<file path="src/rtl/output_arbiter.sv">
// Output-port arbiter for one router output.
// Picks one requesting input round-robin, holds the crossbar for that input
// until its TAIL flit has crossed, and gates every flit on a downstream credit.
module output_arbiter #(
    parameter int          CREDIT_DEPTH = 4,
    parameter int          CNT_W        = 3,
    parameter logic [2:0]  TAIL_ID      = 3'b100
) (
    input  logic             clk,
    input  logic             rst,
    input  logic [4:0]       req,
    input  logic [4:0]       empty_in,
    input  logic [14:0]      flit_id_in,
    input  logic             credit_in,
    output logic [4:0]       grant,
    output logic [4:0]       rd_en,
    output logic [2:0]       xbar_sel,
    output logic             valid_out,
    output logic [CNT_W-1:0] credit_cnt
);

    localparam logic [CNT_W-1:0] CRED_MAX = CNT_W'(CREDIT_DEPTH);
    localparam logic [2:0]       SEL_NONE = 3'd7;

    typedef enum logic {IDLE = 1'b0, LOCKED = 1'b1} state_t;

    state_t           r_state;
    logic [4:0]       r_grant;
    logic [2:0]       r_xbar_sel;
    logic [2:0]       r_ptr;
    logic [CNT_W-1:0] r_credit;

    logic [2:0]       w_pick;
    logic [4:0]       w_pick_oh;
    logic             w_tail;
    logic             w_xfer;

    // Round-robin search starting one past the last served input, wrapping at 4.
    function automatic logic [2:0] rr_pick(input logic [4:0] rq, input logic [2:0] ptr);
        logic [2:0] idx;
        int         p;
        rr_pick = SEL_NONE;
        // Walk from the farthest candidate to the nearest so the nearest wins.
        for (int k = 5; k >= 1; k--) begin
            p   = (int'(ptr) + k) % 5;
            idx = p[2:0];
            if (rq[idx]) rr_pick = idx;
        end
    endfunction

    assign w_pick    = rr_pick(req, r_ptr);
    assign w_pick_oh = 5'b00001 << w_pick;

    // Decode whether the granted input is presenting its TAIL flit.
    always_comb begin
        w_tail = 1'b0;
        for (int i = 0; i < 5; i++) begin
            if (r_grant[i] && (flit_id_in[3*i +: 3] == TAIL_ID)) w_tail = 1'b1;
        end
    end

    // A flit moves only while locked, the owner FIFO has data and a credit is left.
    assign w_xfer = (r_state == LOCKED) && !rst &&
                    ((empty_in & r_grant) == 5'b00000) && (r_credit != '0);

    assign rd_en      = w_xfer ? r_grant : 5'b00000;
    assign valid_out  = w_xfer;
    assign grant      = r_grant;
    assign xbar_sel   = r_xbar_sel;
    assign credit_cnt = r_credit;

    // Arbitration FSM: grant on request in IDLE, release after the TAIL transfer.
    always_ff @(posedge clk) begin
        if (rst) begin
            r_state    <= IDLE;
            r_grant    <= 5'b00000;
            r_xbar_sel <= SEL_NONE;
            r_ptr      <= 3'd4;
        end else begin
            case (r_state)
                IDLE: begin
                    if (req != 5'b00000) begin
                        r_grant    <= w_pick_oh;
                        r_xbar_sel <= w_pick;
                        r_state    <= LOCKED;
                    end
                end
                LOCKED: begin
                    // The cycle back in IDLE is the bubble before the next grant.
                    if (w_xfer && w_tail) begin
                        r_grant    <= 5'b00000;
                        r_xbar_sel <= SEL_NONE;
                        r_ptr      <= r_xbar_sel;
                        r_state    <= IDLE;
                    end
                end
                default: r_state <= IDLE;
            endcase
        end
    end

    // Credit counter: consume on transfer, refill on credit_in, saturate at depth.
    always_ff @(posedge clk) begin
        if (rst) begin
            r_credit <= CRED_MAX;
        end else if (w_xfer && !credit_in) begin
            r_credit <= r_credit - 1'b1;
        end else if (credit_in && !w_xfer && (r_credit != CRED_MAX)) begin
            r_credit <= r_credit + 1'b1;
        end
    end

endmodule

</file>
<file path="config.mk">
export PLATFORM = sky130hd
export DESIGN_NAME = output_arbiter
export DESIGN_NICKNAME = d
export VERILOG_FILES = /design/src/rtl/output_arbiter.sv
export SDC_FILE = /design/constraint.sdc
export NUM_CORES = 1
export LEC_CHECK = 0
export ABC_AREA = 1
export BUFFER_PORTS_ARGS = -buffer_cell sky130_fd_sc_hd__buf_2
export CAP_MARGIN = 20
export CORE_MARGIN = 4
export CORE_UTILIZATION = 60
export CTS_BUF_LIST = sky130_fd_sc_hd__clkbuf_8 sky130_fd_sc_hd__clkbuf_16
export DETAILED_ROUTE_END_ITERATION = 6
export PLACE_DENSITY = 0.95
export SYNTH_ARGS = -nofsm -noshare
export SYNTH_HDL_FRONTEND = slang
export SYNTH_SLANG_ARGS = --single-unit
</file>
<file path="constraint.sdc">
create_clock -name clk -period 6.7 [get_ports clk]
set_input_delay 1.34 -clock clk [delete_from_list [all_inputs] [get_ports clk]]
set_output_delay 1.34 -clock clk [all_outputs]
set_load 0.02 [all_outputs]
</file>
=== Word-level counts from Yosys, hierarchy flattened ===
Cells that the tools add are included.

* Logic and storage cells: 86
* Bits in registers: 15
* Memory bits (writable): 0
* Memories: 0
* Memory bits (read-only): 0
* Bits in latches: 0
* Input port bits: 28

* Mux-type cells: 32
* Shifts and indexed selects: 1
* Reduce and logical (&&, ||, !) cells: 21
* Eq/ne operators: 8
* Bitwise gates (word level): 2
* Add/subtract/negate cells: 7
* Magnitude comparators: 5
* Multipliers: 0
* Div/mod/pow operators: 5

{| class="wikitable"
|+ Operators by type and width
! cell !! count
|-
| $mod A32 B4 Y32 const B || 5
|-
| $mux W3 || 9
|-
| $lt A3 B4 Y1 const B || 5
|-
| $bmux W1 S3 || 5
|-
| $eq A3 B3 Y1 const B || 5
|-
| $mux W5 || 3
|-
| $logic_and A1 B1 Y1 || 12
|-
| $mux W1 || 12
|-
| $pmux W5 S2 || 1
|-
| $add A3 B2 Y4 const B || 2
|-
| $add A3 B3 Y4 const B || 2
|-
| $pmux W3 S2 || 1
|-
| $and A5 B5 Y5 || 1
|-
| $logic_not A5 Y1 || 1
|-
| $reduce_bool A5 Y1 || 1
|-
| $shl A1 B3 Y5 const A || 1
|-
| $add A3 B1 Y4 const B || 1
|-
| $reduce_and A2 Y1 || 2
|-
| $add A3 B1 Y3 const B || 1
|-
| $logic_not A1 Y1 || 3
|-
| $ne A3 B3 Y1 const B || 1
|-
| $reduce_bool A3 Y1 || 1
|-
| $sub A3 B1 Y3 const B || 1
|-
| $ne A2 B1 Y1 const B || 1
|-
| other kinds (4) || 4
|}

=== Logic depth before layout (Yosys ltp) ===
* Depth in word-level cells: 12
* Depth in mapped cells: 31
* Depth with buffers taken out: 31

=== Least setup slack after synthesis ===
Ideal clock, no wire load.

* Path type: input-to-output
* Start point: in empty_in[2]
* End point: out rd_en[0]
* Required time: 5.360 ns
* Cell stages on the path: 6
* Slack: 2.745 ns
* Arrival: 2.615 ns
* Cells stage by stage: a22o_1 -> a221oi_1 -> and2_1 -> clkbuf_1 -> inv_1 -> nor2_1

* Word-level cells in the longest chain between the ends: 5

{| class="wikitable"
|+ RTL lines
! element !! RTL line !! RTL
|-
| from (decl) || 12 || <nowiki>input logic [4:0] empty_in,</nowiki>
|-
| $and A5 B5 Y5 || 64 || <nowiki>((empty_in & r_grant) == 5'b00000) && (r_credit != '0);</nowiki>
|-
| $logic_not A5 Y1 || 64 ||
|-
| $logic_and A1 B1 Y1 || 63 || <nowiki>assign w_xfer = (r_state == LOCKED) && !rst &&</nowiki>
|-
| $logic_and A1 B1 Y1 || 64 ||
|-
| named net valid_out || 18 || <nowiki>output logic valid_out,</nowiki>
|-
| $mux W5 || 66 || <nowiki>assign rd_en = w_xfer ? r_grant : 5'b00000;</nowiki>
|-
| to (decl) || 16 || <nowiki>output logic [4:0] rd_en,</nowiki>
|}

The timed path passes the listed nets, and every way through them passes these cells.

=== Final worst setup path ===
* Start point: reg r_ptr[0]
* End point: reg r_grant[3] (netlist: grant[3])

* Word-level cells in the longest chain between the ends: 12
* Elaborated cells between the ends (all ways): 28
* Those cells by class: 5 x add/sub; 5 x div; 1 x shift; 17 x mux

{| class="wikitable"
|+ RTL lines
! element !! RTL line !! RTL
|-
| from (decl) || 30 || <nowiki>logic [2:0] r_ptr;</nowiki>
|-
| from (signal assigned) || 93 || <nowiki>r_ptr <= r_xbar_sel;</nowiki>
|-
| $add A3 B3 Y4 || 45 || <nowiki>p = (int'(ptr) + k) % 5;</nowiki>
|-
| $mod A32 B4 Y32 || 45 ||
|-
| $bmux W1 S3 || 47 || <nowiki>if (rq[idx]) rr_pick = idx;</nowiki>
|-
| $mux W1 (implied by the code) || 47 ||
|-
| $mux W3 (4 in series) || 47 ||
|-
| $mux W3 (*) || 47 ||
|-
| $shl A1 B3 Y5 (*) || 52 || <nowiki>assign w_pick_oh = 5'b00001 << w_pick;</nowiki>
|-
| $mux W5 (*) || 82 || <nowiki>if (req != 5'b00000) begin</nowiki>
|-
| $pmux W5 S2 (*) || 80 || <nowiki>case (r_state)</nowiki>
|-
| to (signal assigned) || 83 || <nowiki>r_grant <= w_pick_oh;</nowiki>
|-
| to (decl) || 28 || <nowiki>logic [4:0] r_grant;</nowiki>
|}

Mark *: on every way between the ends. The rest lies on a longest branch, timed or not. The select of a mux whose other input is x is not followed.
A chain may end at the register's enable or synchronous reset.

==> metrics <==
Final Cycle Share 61.5%; final hold vios 0; critical path launch point type register; most frequent cells in the layout nand2_1 (95), inv_1 (47), nand3_1 (46), buf_2 (44), nor2_1 (25); PwrDens 142 nW/um^2; commonest non-fill, non-tap cell in the layout nand2_1; Crit path largest cell delay 0.70 ns; Worst Path Arrival 4.30 ns; die width 68.5 um; switch share 43.7%; Syn Nets 414; P_int 0.000201 W; antenna violations before repair 0; # hold bufs at CTS 0; CP endpoint grant[3]; First-pass DRT Iterations 4; Max Root-Sink Buffers 2; largest net degree at the start of global routing 16; post-route ant nets 0; fin. max-slew vios 0; R2R cell count 26; insertion delay to the later sink of the worst-skew pair 0.25 ns; post-synth cell types 40; Critical Path Source r_ptr[0]; Fin Clk Skew 0.00218 ns; setup TNS 0 ns; Peak Freq 243 MHz; Leak Pwr 1.27 nW; Tot GR Track Use 25.8%; Die Y 68.5 um; share of post-route cells with drive strength above 1 22.4%; Setup CP Type reg -> reg; fin crit period 4.12 ns; Die Footprint 4700 um^2; n_diodes 0; clk root buf clkbuf_8; reg-to-reg startpoint r_ptr[0]; sequential power share 30.7%; CP dominant cell by count nand2_1; slowest CP cell dfxtp_1; Wirelength per Cell 12.8 um; worst hold stages 1; post-synthesis cell count 363; IO Count 45; detailed-route wire length 5780 um; reg2reg setup slack 2.58 ns; synth warn 0; Post-synth EDFFs 0; Hold/Removal Path Class reg -> reg; total congestion overflow 0; Worst Slack Setup Final 2.58 ns; setup bufs post-CTS 0; H-tree depth 1; synthesized area 2200 um^2; DR iter-0 viols 188; status finished, final reports clean; max cap viols 0; Comb power frac 49.2%; Area Growth Syn to Fin 13.8%; Req. time, crit path 6.88 ns; Clock Pin Slew Worst Setup and Hold Paths 0.06 ns; worst slew pin tran 0.592 ns; post-CTS sizing 0; Rel. slew slack 60.4%; Syn Area/Cell 6.06 um^2; Place WS 2.65 ns; worst vdd ir 184 uV; # setup viols final 0; core region area 3440 um^2; synthesized flop and latch total 15; sequential-to-total area share from yosys stat 13.7%; Worst Setup End Kind register; routed vias 2,487; Final Net Count 459; DP Wirelength 4780 um; maximum fanout along the worst path 15; Async SR Flop Fraction 0%; CTS tree done; initial core utilization 63.9%; worst r2r dst grant[3]; sw power 0.000156 W; CTS sink count 15; GP Congestion 0.943; Num CTS Buffers 3; Vias per Instance 5.49; unrepaired setup endpoints after global routing no; vias in the first global route 2,377; I/O Buffers 44; top_reg_cell synth dfxtp_1; Cell Rows 21; drt drc 0; Clk pwr share 20.1%; first-pass GRT wire length 9490 um
-- logic make-up after synthesis --
logic type / count (synthesis) / synth area share, %
AOI/OAI and AO/OA: 52 / 14.4
xor gates and xnor gates: 6 / 2.39
adders and majority gates: 23 / 13.4
buffers and inverters: 56 / 9.78
DFF: 15 / 13.7
muxes: 1 / 0.455
and+or+nand+nor: 210 / 45.8
-- registers in the layout, summed over array words and instances (netlist names) --
register    cells
credit_cnt      3
grant           5
r_ptr           3
r_state         1
xbar_sel        3
-- through the flow --
stage | instances | hold WS (ns) | utilization, % | total power, W | cell area, um^2
after floorplan | 363 | 0.476 | - | 0.000238 | 2200
after global placement | 449 | 0.472 | 71.4 | 0.000276 | 2460
after detailed placement | 449 | 0.476 | 71.4 | 0.000283 | 2460
after CTS | 453 | 0.492 | 72.7 | 0.000355 | 2500
after global routing | 453 | 0.544 | 72.7 | 0.000386 | 2500
final | 453 | 0.492 | 72.7 | 0.000356 | 2500
-- area by class of cell --
type	instances	area, um^2
multi-input cells	292	1680
clock buffers	3	41.3
inverters	52	195
flip-flops and latches	15	300
repair buffers	44	220
fillers	303	940
clock inverters	1	3.75
well taps	46	57.6
-- worst min-delay path by stage --
stage / startpoint / to
6_report: credit_cnt[0] / credit_cnt[0]
5_1_grt: xbar_sel[1] / xbar_sel[1]
4_1_cts: credit_cnt[0] / credit_cnt[0]
3_5_place_dp: credit_cnt[0] / credit_cnt[0]
3_3_place_gp: credit_cnt[0] / credit_cnt[0]
2_1_floorplan: r_state / r_state
-- power groups by stage --
stage | sequential, W | combinational (W) | clock (W)
5_1_grt | 0.000111 | 0.000196 | 0.0000783
4_1_cts | 0.000109 | 0.000174 | 0.0000727
2_1_floorplan | 0.000119 | 0.000119 | 0
3_3_place_gp | 0.000110 | 0.000165 | 0
6_report | 0.000110 | 0.000175 | 0.0000716
3_5_place_dp | 0.000111 | 0.000172 | 0
-- cell usage after synthesis (all sizes together) (3+ instances only) --
| library cell | count | share of area, % |
|---|---|---|
| ha | 22 | 13 |
| xor2 | 6 | 2.4 |
| inv | 52 | 8.9 |
| o21ai | 22 | 5.9 |
| nand2 | 116 | 24 |
| or2 | 3 | 0.97 |
| a21oi | 16 | 3.6 |
| dfxtp | 15 | 14 |
| o211ai | 4 | 1.4 |
| nor2 | 27 | 4.8 |
| nand4 | 3 | 0.85 |
| nand3 | 51 | 13 |
| nor3 | 6 | 1.4 |
-- worst max-delay path: cells and delay by family (launching register included) --
kind | cells | cell delay [ns]
adder cells (fa/ha/maj) | 3 | 1.00
AND/OR/NAND/NOR | 18 | 1.59
AO/OA/AOI/OAI | 1 | 0.12
buffers and inverters | 3 | 0.33
XOR/XNOR | 1 | 0.31
flip-flops | 1 | 0.70
-- routing by layer --
metal	vias up	global-route usage (%)	wire length, um
li1	1271	-	-
met3	9	3.40	242
met5	-	0	0
met2	73	47.7	3040
met4	0	10.2	70
met1	1134	29.5	2430
Note: power is estimated with default switching activity, not from simulation.
